**src/rtl/shift_pkg.sv**
```systemverilog
// Shared constants for the shift arbiter slice: widths, op codes and FSM states.
package shift_pkg;

    localparam int DATA_WIDTH  = 32;
    localparam int SHAMT_WIDTH = 5;

    typedef enum logic [1:0] {
        OP_SLL = 2'b00,
        OP_SRL = 2'b01,
        OP_SRA = 2'b10,
        OP_ROL = 2'b11
    } op_e;

    typedef enum logic [1:0] {
        ST_IDLE = 2'b00,
        ST_BUSY = 2'b01,
        ST_DONE = 2'b10
    } state_e;

endpackage

```
**src/rtl/shift_datapath.sv**
```systemverilog
// Combinational 32-bit barrel shifter: SLL, SRL, SRA, and ROL for op 11 when
// SHIFT_ROTATE_EN is defined (otherwise op 11 executes as SLL).
module shift_datapath
    import shift_pkg::*;
(
    input  logic [DATA_WIDTH-1:0]  data,
    input  logic [SHAMT_WIDTH-1:0] shamt,
    input  logic [1:0]             op,
    output logic [DATA_WIDTH-1:0]  result
);

    logic [DATA_WIDTH-1:0] left;
    logic [DATA_WIDTH-1:0] right;
    logic [DATA_WIDTH-1:0] fill_mask;
    logic                  fill;

    assign left = data << shamt;

    // Right shift is logical; arithmetic shift ORs in the vacated high bits when the sign is set.
    assign fill      = (op == OP_SRA) && data[DATA_WIDTH-1];
    assign fill_mask = ~({DATA_WIDTH{1'b1}} >> shamt);
    assign right     = (data >> shamt) | (fill_mask & {DATA_WIDTH{fill}});

`ifdef SHIFT_ROTATE_EN
    logic [DATA_WIDTH-1:0] rol;

    // A zero amount shifts right by the full width, which yields zero and leaves the operand intact.
    assign rol = left | (data >> (6'(DATA_WIDTH) - {1'b0, shamt}));
`endif

    always_comb begin
        result = left;
        case (op)
            OP_SRL, OP_SRA: result = right;
`ifdef SHIFT_ROTATE_EN
            OP_ROL:         result = rol;
`else
            OP_ROL:         result = left;
`endif
            default:        result = left;
        endcase
    end

endmodule

```
**src/rtl/shift_arbiter.sv**
```systemverilog
// Two-requester round-robin arbiter/sequencer for the shared barrel shifter.
// Optional rotate (op 11) is enabled by defining SHIFT_ROTATE_EN.
module shift_arbiter
    import shift_pkg::*;
(
    input  logic        clock,
    input  logic        reset,
    input  logic        req0_valid,
    output logic        req0_ready,
    input  logic [31:0] req0_data,
    input  logic [4:0]  req0_shamt,
    input  logic [1:0]  req0_op,
    input  logic        req1_valid,
    output logic        req1_ready,
    input  logic [31:0] req1_data,
    input  logic [4:0]  req1_shamt,
    input  logic [1:0]  req1_op,
    output logic        rsp_valid,
    input  logic        rsp_ready,
    output logic        rsp_id,
    output logic [31:0] rsp_data,
    output logic        busy
);

    state_e                 state;
    logic                   last_grant;
    logic                   grant_en;
    logic                   accept;
    logic [DATA_WIDTH-1:0]  op_data;
    logic [SHAMT_WIDTH-1:0] op_shamt;
    logic [1:0]             op_code;
    logic                   op_id;
    logic [DATA_WIDTH-1:0]  result;

    // Grants open in IDLE, or in DONE when the held result leaves this cycle.
    assign grant_en   = (state == ST_IDLE) || ((state == ST_DONE) && rsp_ready);
    assign req0_ready = grant_en && req0_valid && (!req1_valid || last_grant);
    assign req1_ready = grant_en && req1_valid && (!req0_valid || !last_grant);
    assign accept     = req0_ready || req1_ready;

    // Operand registers carry no reset; they are only consumed after an accept.
    always_ff @(posedge clock) begin
        if (accept) begin
            op_data  <= req1_ready ? req1_data  : req0_data;
            op_shamt <= req1_ready ? req1_shamt : req0_shamt;
            op_code  <= req1_ready ? req1_op    : req0_op;
            op_id    <= req1_ready;
        end
    end

    shift_datapath u_datapath (
        .data   (op_data),
        .shamt  (op_shamt),
        .op     (op_code),
        .result (result)
    );

    always_ff @(posedge clock) begin
        if (reset) begin
            state      <= ST_IDLE;
            rsp_valid  <= 1'b0;
            rsp_id     <= 1'b0;
            rsp_data   <= '0;
            busy       <= 1'b0;
            last_grant <= 1'b1;
        end else begin
            case (state)
                ST_IDLE: begin
                    if (accept) begin
                        state      <= ST_BUSY;
                        busy       <= 1'b1;
                        last_grant <= req1_ready;
                    end
                end
                ST_BUSY: begin
                    rsp_data  <= result;
                    rsp_id    <= op_id;
                    rsp_valid <= 1'b1;
                    state     <= ST_DONE;
                end
                ST_DONE: begin
                    if (rsp_ready) begin
                        rsp_valid <= 1'b0;
                        if (accept) begin
                            state      <= ST_BUSY;
                            last_grant <= req1_ready;
                        end else begin
                            state <= ST_IDLE;
                            busy  <= 1'b0;
                        end
                    end
                end
                default: begin
                    state     <= ST_IDLE;
                    rsp_valid <= 1'b0;
                    busy      <= 1'b0;
                end
            endcase
        end
    end

endmodule

```
**config.mk**
```make
export PLATFORM = sky130hd
export DESIGN_NAME = shift_arbiter
export DESIGN_NICKNAME = d
export VERILOG_FILES = /design/src/rtl/shift_pkg.sv /design/src/rtl/shift_datapath.sv /design/src/rtl/shift_arbiter.sv
export SDC_FILE = /design/constraint.sdc
export NUM_CORES = 1
export LEC_CHECK = 0
export ABC_AREA = 1
export BUFFER_PORTS_ARGS = -buffer_cell sky130_fd_sc_hd__buf_2
export CAP_MARGIN = 0
export CORE_ASPECT_RATIO = 1.2
export CORE_MARGIN = 3
export CORE_UTILIZATION = 55
export DETAILED_ROUTE_END_ITERATION = 12
export GPL_TIMING_DRIVEN = 0
export PLACE_DENSITY = 0.77
export SLEW_MARGIN = 20
export SYNTH_ARGS = -nofsm -noshare
export SYNTH_HDL_FRONTEND = slang
export SYNTH_SLANG_ARGS = --single-unit
```
**constraint.sdc**
```tcl
create_clock -name clock -period 4.05 [get_ports clock]
set_input_delay 0.6075 -clock clock [delete_from_list [all_inputs] [get_ports clock]]
set_output_delay 0.6075 -clock clock [all_outputs]
set_load 0.05 [all_outputs]
```
==> results of run 1 <==
## flip-flops by register name, indices dropped and copies added, names as in the netlist
register	count
rsp_id	1
last_grant	1
state	2
op_code	2
rsp_valid	1
busy	1
op_shamt	5
op_data	32
op_id	1
rsp_data	32
## cells by family (layout without fill, tap and decap cells)
group	after synthesis	count (layout)	share of synthesized area
flops	78	78	0.283
simple gates	729	729	0.509
compound gates	146	146	0.122
buf+inv	116	250	0.0844
fa+ha+maj	1	1	0.00181
## routing by layer
metal	part of all wire	vias to the layer above	track usage
li1	-	3864	-
met1	0.36	3808	0.512
met2	0.43	611	0.661
met3	0.11	185	0.0948
met4	0.093	0	0.330
met5	0	-	0
## critical path, delay by kind of cell (launching register included)
family                 cells  cell delay, ps
and+or+nand+nor            3             720
DFF                        1             370
buffers and inverters      3             710
## per-stage QoR
| step | cells | hold WS, ps | area (um2) |
|---|---|---|---|
| after detailed placement | 1349 | 455 | 7720 |
| after global placement | 1349 | 454 | 7720 |
| after global routing | 1365 | 483 | 8030 |
| after floorplan | 1070 | 447 | 6920 |
| after CTS | 1365 | 465 | 8030 |
| final | 1365 | 465 | 8030 |
## placed cells by master, fill, tap and decap left out, types with 13 or more instances in the layout
cell      instances
nor2_1           53
a21oi_1          52
o21ai_1          27
o21ai_0          34
clkbuf_1         20
nand2_4          20
nand2_2          13
dfxtp_1          38
buf_2           151
nand3_1         215
nand2_1         365
nand3_2          41
edfxtp_1         40
inv_1            34
## power by group
part	internal [uW]	total, uW	switching [uW]
clock network	521	880	359
logic	541	1950	1410
registers	954	1040	86.2
## area by class of cell
type | instances | area (um2)
flip-flops and latches | 78 | 1960
clock buffers | 12 | 259
clock inverters | 4 | 53.8
well taps | 161 | 201
inverters | 45 | 169
repair buffers | 118 | 591
multi-input cells | 876 | 4380
plain buffers | 71 | 415
fillers | 1212 | 4190
## worst paths after layout
| check | to | cells past startpoint | slack [ps] | from |
|---|---|---|---|---|
| worst max-delay path | req1_ready | 6 | 1270 | state[0] |
| worst min-delay path | rsp_data[18] | 2 | 470 | rsp_data[18] |
| worst max register to register | rsp_data[23] | 10 | 1400 | op_code[1] |
| worst min register to register | rsp_data[18] | 2 | 470 | rsp_data[18] |
==> summary.md, run 1 <==
| Metric | Value |
|---|---|
| # Post-CTS Setup Buffers | 0 |
| Nets | between 1000 and 1500 |
| Fraction of layout cells with a size suffix above 1 | 0.239 |
| Worst-Skew Late Latency | 360 ps |
| CP startpoint kind | flip-flop |
| GP Congestion | ~1.1 |
| Number of antenna violations at the first check in global routing | 0 |
| CTS Buf Count | 9 |
| Pin count of the biggest net entering global routing | 41 |
| Crit path required time | about 3400 ps |
| Pre-CTS WS | around 1300 ps |
| Clk buf depth | 2 |
| CP dominant cell by count | buf_2 |
| Die ar. | 14000 um2 |
| Clk pin slew, worst setup/hold paths | about 70 ps |
| Peak Freq | about 360 MHz |
| Worst Setup Path Type | reg -> out |
| Slowest CP cell | nor2_1 |
| Total routed wirelength | 29600 um |
| CTS tree | yes |
| GRT Total Usage | 0.427 |
| Tcrit/Tclk final | 0.686 |
| Final core utilization | 0.657 |
| CTS root buffer | clkbuf_16 |
| Crit path capture type | output port |
| Seq/Total Area, Yosys | 0.283 |
| Min-delay worst type | reg -> reg |
| Via-to-Cell Ratio | approximately 6.2 |
| I/O pins | 120 |
| Final worst-path setup slack | 1270 ps |
| H-tree levels | 3 |
| PortBufs | between 100 and 150 |
| Netlist Area Pre-Place | 6920 um2 |
| Synth area leaders | nand2_1 20%, edfxtp_1 17%, nand3_1 16% |
| Vias in the first global route | slightly below 8000 |
| Synth-to-layout area growth | 16.0% |
| ANT nets after route | 0 |
| Cts repair resizes | 0 |
| Most frequent cell after synthesis | nand2_1 |
| PD cells | roughly 480 nW/um2 |
| RSZ-0062 raised after global routing | false |
| Setup_tns | 0 ps |
| Std-Cell Rows | between 40 and 50 |
| Final Slew Violations | 0 |
| Die Span Y | about 130 um |
| Worst-Margin Slew | 811 ps |
| Crit-path cells | inv_1 -> nand3b_1 -> nand2_1 -> nor2_1 -> buf_2 -> buf_2 |
| Final clock skew | roughly 11 ps |
| Hold Vio Cnt, Final | 0 |
| Ys Warns | 0 |
| Seq cells post-synth | between 70 and 80 |
| N_diodes | 0 |
| Rel. slew slack | 0.458 |
| Critical path peak fanout | 11 |
| Post-Synthesis Cells | 1070 |
| Post-Syn Nets | ~1200 |
| List of most frequent post-synthesis cells | 365 x nand2_1, 215 x nand3_1, 53 x nor2_1 |
| Remaining DRCs | 0 |
| Largest stage delay, worst path | ~510 ps |
| DRT iter0 DRCs | 1344 |
| Tmin final | 2780 ps |
| Num Clock Sinks | roughly 80 |
| Status | finished clean |
| Asr flop ratio synth | 0 |
| Avg Inst Size Synth | around 6.5 um2 |
| Final Power | roughly 3900 uW |
| Routed length per instance | 21.7 um |
| Total gr overflow | 0 |
| Max-Cap Viols | 0 |
| Distinct cell type count of the synthesized netlist | 40 |
| Via count | approximately 8500 |
| Core ar. | 12200 um2 |
| Leakage | 0.00399 uW |
| Worst EP arrival | about 2200 ps |
| Final setup vio count | 0 |
| Hold_buf cts | 0 |
| Die width | approximately 110 um |
| Initial core utilization | 0.567 |
| Yosys top cell area share | 0.198 |
| Detailed Routing Iterations Pass 1 | 7 |
| Hpwl dp | about 23000 um |
| Global-route wire length before repair | approximately 44000 um |
| Post-synth EDFFs | 40 |
| Ys flop type | edfxtp_1 |
| Worst vdd ir | approximately 0.00024 V |
| Area leader, netlist | nand2_1 |
Power figures use the tool's default switching activity.
==> inputs of run 2 (changes only) <==
==> constraint.sdc (replaced) <==
create_clock -name clock -period 2.6 [get_ports clock]
set_input_delay 0.39 -clock clock [delete_from_list [all_inputs] [get_ports clock]]
set_output_delay 0.39 -clock clock [all_outputs]
set_load 0.05 [all_outputs]
==> run 2 against run 1 <==
Clock skew shrank 1.1 ps. Largest power group unchanged. Global-route usage grew 1.8 points. Count of clock-buffer cells in the layout shrank 2. Clock power grew 53%. Critical endpoint is now rsp_data[7]. Via count grew 1.8%. Non-clock buffer count shrank 1. Worst setup slack lost 1200 ps. Power grew 59%. Final area grew 0.45%. First-iteration DRC count shrank 0.30%. Sequential power grew 53%.
==> summary.md, run 2 (synthesis gave the netlist of run 1 again) <==
| Metric | Value |
|---|---|
| Most frequent cells in the layout | 365 x nand2_1, 215 x nand3_1, 151 x buf_2 |
| Rel. slew slack | 0.530 |
| Peak Freq | slightly below 400 MHz |
| Final setup vio count | 0 |
| NetSw | 3000 uW |
| Final instance area | around 8100 um2 |
| Comb pwr share | 0.520 |
| Die ar. | ~14000 um2 |
| Routed length per instance | roughly 23 um |
| Crit-path cells | buf_4 -> nor2_2 -> inv_1 -> o211ai_1 -> nand3_1 -> nor2_4 -> nand2_1 -> a21oi_1 -> nor2_1 |
| Global-route wire length before repair | 45700 um |
| Min-delay worst type | in -> reg |
| Cell Int Power | 3140 uW |
| Top delay family on crit path | simple AND/OR/NAND/NOR gates |
| Hold_ws | around 290 ps |
| Nets | about 1300 |
| Hold Vio Cnt, Final | 0 |
| Pin count of the biggest net entering global routing | slightly above 40 |
| ANT nets after route | 0 |
| I/O pins | 120 |
| Vias in the first global route | ~7800 |
| Clk pin slew, worst setup/hold paths | ~70 ps |
| Worst EP arrival | 2790 ps |
| Max-Cap Viols | 0 |
| Worst vdd ir | around 0.00043 V |
| Synth-to-layout area growth | 16.5% |
| RSZ-0062 raised after global routing | false |
| Largest stage delay, worst path | between 600 and 700 ps |
| DRT iter0 DRCs | 1340 |
| Final clock skew | 10.3 ps |
| Post-Place Cells | 1349 |
| Net switching share of the total power | 0.489 |
| Worst Setup EP | rsp_data[7] |
| Crit. Startpoint | op_shamt[1] |
| Bufs and invs on worst path | 2 |
| Status | finished clean |
| Slowest CP cell | o211ai_1 |
| Fraction of layout cells with a size suffix above 1 | 0.244 |
| Final Slew Violations | 0 |
| Core ar. | about 12000 um2 |
| Remaining DRCs | 0 |
| Number of antenna violations at the first check in global routing | 0 |
| Register-to-Register Path Depth | 9 |
| Finished Layout Cells | around 1400 |
| CP startpoint kind | flip-flop |
| GP Congestion | between 1 and 1.5 |
| N_diodes | 0 |
| # Post-CTS Setup Buffers | 0 |
| Die width | about 110 um |
| Flop pwr share | 0.259 |
| CTS tree | yes |
| Reg2Reg Setup Slack | 60 ps |
| Crit path depth | 9 |
| CTS root buffer | clkbuf_16 |
| Clk buf depth | 2 |
| Num Clock Sinks | between 70 and 80 |
| Final Power | 6140 uW |
| Crit path required time | approximately 2900 ps |
| CTS Buf Count | 9 |
| Final core utilization | 0.660 |
| Biggest regs | op_data (32), rsp_data (32), op_shamt (5) |
| Total routed wirelength | 30800 um |
| RR Endpoint | rsp_data[7] |
| Via-to-Cell Ratio | between 6 and 7 |
| Worst-Skew Late Latency | 360 ps |
| Most common cell after layout, fill and taps aside | nand2_1 |
| Total gr overflow | 0 |
| FF-to-FF Start | op_shamt[1] |
| Initial core utilization | 0.567 |
| Worst-Margin Slew | roughly 700 ps |
| Detailed Routing Iterations Pass 1 | 9 |
| Crit path capture type | flip-flop |
| Tcrit/Tclk final | 0.979 |
| PD cells | between 700 and 800 nW/um2 |
| Die Span Y | roughly 130 um |
| Placed Instance Area | between 7000 and 8000 um2 |
| Via count | 8622 |
| H-tree levels | 3 |
| GRT Total Usage | 0.446 |
| Worst Setup Path Type | reg -> reg |
| Hpwl dp | about 24000 um |
| Tmin final | about 2500 ps |
| Leakage | 0.00400 uW |
| Critical path peak fanout | 9 |
| Std-Cell Rows | 44 |
| PortBufs | 118 |
| Clock Power Share | 0.221 |
run 2: cell types whose count changed in the layout (fill, tap and decap cells not counted), sizes merged:
cell and delta:
clkbuf -3, clkinvlp +3, inv +1
run 2: worst min-delay path by stage:
stage / startpoint / end / slack [ps] / cells after the start
final: req0_data[18] / op_data[18] / 290 / 3
after global routing: req0_data[17] / op_data[17] / 310 / 3
after CTS: req0_data[18] / op_data[18] / 300 / 3
after detailed placement: rsp_data[18] / rsp_data[18] / 460 / 2
after global placement: rsp_data[30] / rsp_data[30] / 450 / 2
after floorplan: op_id / rsp_id / 450 / 2
run 2: stage by stage:
| step | TNS, ps | setup WS, ps |
|---|---|---|
| after floorplan | 0 | 219 |
| after global placement | -2190 | -60.0 |
| after detailed placement | -2970 | -79.3 |
| after CTS | 0 | 61.2 |
| after global routing | 0 | 33.9 |
| final | 0 | 55.8 |
run 2: cell type report:
class | count | area (um2)
Tap cell | 161 | 201
Clock buffer | 10 | 250
Inverter | 45 | 173
Multi-Input combinational cell | 876 | 4400
Clock inverter | 6 | 66.3
Timing Repair inverter | 2 | 15.0
Timing Repair Buffer | 118 | 591
Buffer | 70 | 412
Sequential cell | 78 | 1960
Fill cell | 1151 | 4160
run 2: metal layers:
layer  GRT usage  vias to the layer above  part of all wire
met5           0                        -                 0
met2       0.668                      718              0.43
met1       0.513                     3816              0.34
li1            -                     3873                 -
met4       0.348                        0             0.096
met3       0.161                      215              0.14
run 2: power by group through the flow:
stage | clock, uW | sequential, uW | combinational [uW]
after floorplan | 0 | 1810 | 1830
after global routing | 1410 | 1610 | 3360
after CTS | 1350 | 1590 | 2970
after global placement | 0 | 1610 | 2960
after detailed placement | 0 | 1620 | 2960
final | 1350 | 1590 | 3190
run 2: timing repair:
item,in CTS,in global routing
hold buffers,0,0
endpoints found under the setup margin,0,43
gates resized for setup,0,6
run 2: worst reg2reg max path, delay by kind of cell, from the launching register on:
family          cells  cell delay (ps)
buf+inv             2              400
flops               1              350
compound gates      2              770
simple gates        5              920
